[config.mk]
export PLATFORM = sky130hd
export DESIGN_NAME = sub_seq_257bit
export DESIGN_NICKNAME = d
export VERILOG_FILES = /design/src/rtl/sub_seq_257bit.sv
export SDC_FILE = /design/constraint.sdc
export NUM_CORES = 2
export LEC_CHECK = 0
export CAP_MARGIN = 0
export CORE_MARGIN = 1
export CORE_UTILIZATION = 37
export DETAILED_ROUTE_END_ITERATION = 8
export PLACE_DENSITY = 0.71
export SETUP_SLACK_MARGIN = 0.1
export SYNTH_ARGS = -nofsm -noshare
export SYNTH_HDL_FRONTEND = slang
export SYNTH_SLANG_ARGS = --single-unit
[constraint.sdc]
create_clock -name clk -period 40 [get_ports clk]
set_input_delay 8 -clock clk [delete_from_list [all_inputs] [get_ports clk]]
set_output_delay 8 -clock clk [all_outputs]
set_load 0.1 [all_outputs]
[src/rtl/sub_seq_257bit.sv]
// sub_seq_257bit: sequential (W+1)-bit a-b, one SLICE per cycle LSB first, with eq/gt/lt from the borrow chain.
module sub_seq_257bit #(
   parameter int W     = 256,
   parameter int SLICE = 32
) (
   input  logic         clk,
   input  logic         rst,
   input  logic         in_valid,
   output logic         in_ready,
   input  logic [W:0]   a,
   input  logic [W:0]   b,
   output logic         out_valid,
   input  logic         out_ready,
   output logic [W:0]   diff,
   output logic         eq,
   output logic         gt,
   output logic         lt
);
   localparam int N  = W / SLICE + 1;
   localparam int CW = $clog2(N);
   typedef enum logic [1:0] {IDLE, BUSY, DONE} state_t;
   state_t state, state_nx;
   logic [W:0]    a_q, b_q;
   logic [W-1:0]  work;
   logic [CW-1:0] cnt;
   logic          borrow, nonzero, r1, bo1, last, nz_fin;
   logic [SLICE:0] s;
   always_comb begin
      s         = {1'b0, a_q[SLICE-1:0]} - {1'b0, b_q[SLICE-1:0]} - {{SLICE{1'b0}}, borrow};
      r1        = a_q[0] ^ b_q[0] ^ borrow;
      bo1       = (~a_q[0] & b_q[0]) | (~(a_q[0] ^ b_q[0]) & borrow);
      nz_fin    = nonzero | r1;
      last      = cnt == CW'(N - 1);
      in_ready  = state == IDLE;
      out_valid = state == DONE;
      state_nx  = state == IDLE ? (in_valid ? BUSY : IDLE) :
                  state == BUSY ? (last ? DONE : BUSY) :
                  (out_ready ? IDLE : DONE);
   end
   always_ff @(posedge clk or posedge rst)
      if (rst) state <= IDLE;
      else     state <= state_nx;
   // operands shift down so the current slice is always at bit 0; after N-1 shifts bit W sits at bit 0
   always_ff @(posedge clk or posedge rst)
      if (rst) begin
         a_q     <= '0;
         b_q     <= '0;
         work    <= '0;
         cnt     <= '0;
         borrow  <= 1'b0;
         nonzero <= 1'b0;
         diff    <= '0;
         eq      <= 1'b0;
         gt      <= 1'b0;
         lt      <= 1'b0;
      end else if (state == IDLE && in_valid) begin
         a_q     <= a;
         b_q     <= b;
         cnt     <= '0;
         borrow  <= 1'b0;
         nonzero <= 1'b0;
      end else if (state == BUSY && !last) begin
         a_q     <= a_q >> SLICE;
         b_q     <= b_q >> SLICE;
         work    <= {s[SLICE-1:0], work[W-1:SLICE]};
         borrow  <= s[SLICE];
         nonzero <= nonzero | (|s[SLICE-1:0]);
         cnt     <= cnt + 1'b1;
      end else if (state == BUSY) begin
         borrow  <= bo1;
         nonzero <= nz_fin;
         diff    <= {r1, work};
         lt      <= bo1;
         eq      <= !nz_fin & !bo1;
         gt      <= nz_fin & !bo1;
      end
endmodule

; ---- After elaboration in Yosys (flattened, before gate mapping)
; Index checks and enable logic that the tools add are counted.
[op_classes]
add_sub_neg = 3
eq_ne = 3
muxes = 17
n_bitwise = 13
reduce_logical = 11
[op_table]
columns = cell, count
row1 = $mux W257, 4
row2 = $sub A32 B32 Y33, 1
row3 = $sub A33 B1 Y33, 1
row4 = $reduce_or A32 Y1, 1
row5 = $mux W2, 4
row6 = $mux W4, 2
row7 = $mux W1, 7
row8 = $add A4 B1 Y4 const B, 1
row9 = $and A1 B1 Y1, 4
row10 = $eq A4 B4 Y1 const B, 1
row11 = $not A1 Y1, 4
row12 = $logic_not A1 Y1, 3
row13 = $or A1 B1 Y1, 3
row14 = $reduce_and A3 Y1, 1
row15 = $reduce_bool A3 Y1, 1
row16 = $eq A2 B1 Y1 const B, 1
row17 = $eq A2 B2 Y1 const B, 1
row18 = $logic_and A1 B1 Y1, 2
row19 = $logic_not A2 Y1, 1
row20 = $reduce_and A2 Y1, 1
row21 = $reduce_bool A2 Y1, 1
row22 = $xor A1 B1 Y1, 2
[totals]
regBits = 1038
inputBits = 518
out_inout_bits = 262
wordCells = 58

; ---- Longest topological paths before layout
[depth]
ltp_word = 7
depth_mapped = 14
depth_no_buf = 13

; ---- Worst setup path after synthesis
; Ideal clock, no wire load.
[synth_timing]
kind = register to output
startpoint = reg state[0]
endpoint = out in_ready
arrival_time_ps = 1727
path_slack_ps = 30273
stages_incl_launch_ff = 2
path_buffers = 0
cell_sequence = dfrtp_1 -> nor2_1
[synth_via]
elab_chain_len = 1
[synth_lines]
columns = element, line
row1 = "start, declared", 22  ; state_t state, state_nx;
row2 = "start signal, assigned", 42  ; else state <= state_nx;
row3 = $logic_not A2 Y1, 34  ; in_ready = state == IDLE;
row4 = "end, declared", 9  ; output logic in_ready,
; No other way between the ends.

==> results by group <==
Critical path
  • Critical-path cell list: clkdlybuf4s50_1 -> inv_8 -> buf_12 -> buf_4 -> buf_4
  • CP dominant cell by count: buf_4
  • Endpoint class of the critical path: async pin
  • Slowest CP cell: buf_4
  • Critical path arrival: 12.11 ns
  • Crit-path max FO: 169
  • CP bufs+invs: 5
  • WS Path Type: in -> async
  • Worst setup SP type: primary input
  • Delay-heaviest family, CP: buffers and inverters
  • Crit-path max cell delay: 0.93 ns
  • WP data required: 40.68 ns

Place
  • DP Wirelength: 105000 µm
  • Gp weighted congestion: around 0.93
  • Worst slack at placement: about 28 ns
  • Input/output buffers: 779

Floorplanning
  • Starting density of the core: 37.4%
  • Die area: 121000 µm²
  • Die Y: 348 µm
  • Num rows: 126
  • Core area: 118000 µm²
  • Ports: ~800
  • Horiz. Die Dim: about 350 µm

CTS
  • Clk buf depth: 3
  • Postcts setup bufs: 0
  • Register clock-pin slew on the reported worst setup and hold paths: 0.06 ns
  • CTS tree: done
  • Worst skew pair latency: 0.71 ns
  • Clock sink count: 1038
  • Clk root buf: clkbuf_16
  • Hold_buf cts: 0
  • Num CTS Buffers: about 110
  • Post-CTS sizing: 0
  • H-tree depth: 3

Synth
  • Main flop type after synthesis: dfrtp_1
  • Register area share after synthesis: between 50% and 60%
  • Asr flop ratio synth: 100%
  • Synth Instances: 5078
  • Compound-cell area share of the yosys netlist: 9.93%
  • Cell Area, Synth: 44200 µm²
  • Ys Warns: 0
  • Post-synth EDFFs: 0
  • Largest family of logic cells by synthesized area: simple AND/OR/NAND/NOR gates
  • Cell taking the most area after synthesis: dfrtp_1
  • Yosys reg bits: 1038
  • Average size of a mapped cell: 8.71 µm²
  • Synth top area share: approximately three fifths
  • Mux contribution to synthesized area: less than 1%
  • Syn_nets: 5662
  • Xor/xnor share of the synthesized area: 0.337%
  • Netlist cell types: 70
  • Simple logic cell fraction of the synthesized area: 25.2%
  • Adder-cell share of the synthesized area: roughly 1.9%
  • Synth area leaders: dfrtp_1 59%, nand2_1 21%, a22oi_1 4.3%, a31oi_1 2.9%, clkbuf_1 2.3%

Power
  • Lkg Pwr: 0.0281 µW
  • Worst vdd ir: 87.4 µV
  • P per Cell Area: 104 nW/µm²

Detailed routing
  • DR DRC count: 0
  • Routed wl met3: about 11000 µm
  • Vias per cell: 5.07
  • Top Layer Used: met5
  • Post-route ant nets: 0
  • M1 WL: 56800 µm
  • WL met2: 72200 µm
  • Post-Route WL: 148000 µm
  • Initial detailed-routing violation count: 3166
  • 1st-pass router iterations: 6
  • Routed len/inst: between 20 and 25 µm
  • Routed via count: 37241

Cells and area
  • Fraction of layout cells with a size suffix above 1: 4.55%
  • Commonest non-fill, non-tap cell in the layout: nand2_1
  • Area growth syn-to-layout: 28.9%
  • Most frequent cells in the layout: 2493 x nand2_1, 1038 x dfrtp_1, 764 x clkdlybuf4s50_1
  • Nets: 6267

GRT
  • Total GRT Usage: 24.1%
  • Initial antenna violation count: 63
  • Global-route wire length before repair: 223000 µm
  • Grt total ovfl: 0
  • Via count of the first global-routing pass: 36552
  • Largest net degree at the start of global routing: between 200 and 300

Run status
  • Status: completed

STA
  • Worst Tran Pin Value: between 1 and 1.5 ns
  • Final Critical Period: 11.43 ns
  • Setup Viol. Count Final: 0
  • Clock Skew: 0.0242 ns
  • Period utilisation layout: 28.6%
  • Slew Limit Fails: 0
  • Max transition margin: 14.2%
  • Worst setup margin: 28.57 ns
  • F_max: 87.5 MHz
  • Fin Setup TNS: 0 ns
  • RSZ-0062 raised after global routing: false
  • Final hold vios: 0

Worst hold path
  • Hold Crit Class: reg -> reg

Flow run
  • Max_cap viols: 0
## sequential cells by signal, indices dropped and copies added (netlist names)
| signal | count |
|---|---|
| diff | 257 |
| cnt | 4 |
| state | 2 |
| gt | 1 |
| a_q | 257 |
| work | 256 |
| lt | 1 |
| borrow | 1 |
| nonzero | 1 |
| b_q | 257 |
| eq | 1 |
## logic make-up (layout without fill, tap and decap cells)
group,Yosys count,in the layout
flops,1038,1038
xor+xnor,17,17
simple gates,2883,2883
mux,8,8
fa+ha+maj,66,66
other cells,0,36
compound gates,638,638
buf+inv,428,1126
## routing by layer
metal | track usage [%] | up-vias
li1 | - | 17691
met2 | 40.1 | 1242
met4 | 13.0 | 48
met5 | 0 | -
met3 | 6.11 | 318
met1 | 28.6 | 17942
## cells in the mapped netlist (5+ instances only)
cell type,instances
a211oi_1,6
a21o_1,22
a21oi_1,31
a22oi_1,252
a31oi_1,202
and2_1,6
and3_1,9
buf_1,39
buf_2,5
clkbuf_1,274
dfrtp_1,1038
ha_1,64
inv_1,107
mux2i_1,5
nand2_1,2496
nand2b_1,6
nand3_1,80
nand4_1,12
nor2_1,229
nor2b_1,7
nor3_1,8
nor3b_1,5
nor4_1,5
o211ai_1,5
o21a_1,6
o21ai_0,68
xnor2_1,9
xor2_1,8
## worst register-to-register path: stages, from the launching register on
cell and delay (ns):
dfrtp_1 0.42, inv_1 0.06, ha_1 0.20, and3b_1 0.24, nor2_4 0.45, buf_4 0.80
buf_4 1.00, buf_4 0.97, a22oi_1 0.41, o21ai_0 0.15
## layout make-up
cell class              instances  area (µm²)
fillers                     11107       61200
flip-flops and latches       1038       26000
multi-input cells            3612       16700
repair buffers                813        8090
clock buffers                 159        3250
well taps                    1536        1920
clock inverters                47         594
inverters                     107         409
diodes                         36        90.1
## path summary, 6_finish.rpt
path / from / end / slack [ns] / cells after the start
max reg2reg: cnt[0] / a_q[23] / 35.20 / 9
max in group clk: in_valid / a_q[61] / 29.07 / 8
min in group asynchronous: rst / a_q[46] / 7.90 / 2
min: work[9] / diff[9] / 0.46 / 2
min reg2reg: work[9] / diff[9] / 0.46 / 2
max: rst / diff[13] / 28.57 / 5
## stage by stage
stage          power (µW)  hold slack (ns)  instance area [µm²]  utilization [%]  std cells
6_report             5930            0.456                57000             48.2       7348
5_1_grt              6320            0.485                57000             48.2       7340
4_1_cts              5970            0.464                56900             48.1       7312
3_5_place_dp         4870            0.450                53100             44.9       7106
3_3_place_gp         4810            0.449                53100             44.9       7106
2_1_floorplan        3990            0.439                44200                -       5078
## where the power goes
part / internal, µW / total (µW) / switching (µW)
Combinational: 866 / 3010 / 2140
Clock: 637 / 1080 / 443
Sequential: 1510 / 1840 / 325
Total: 3020 / 5930 / 2910
Note: power is estimated with default switching activity, not from simulation.
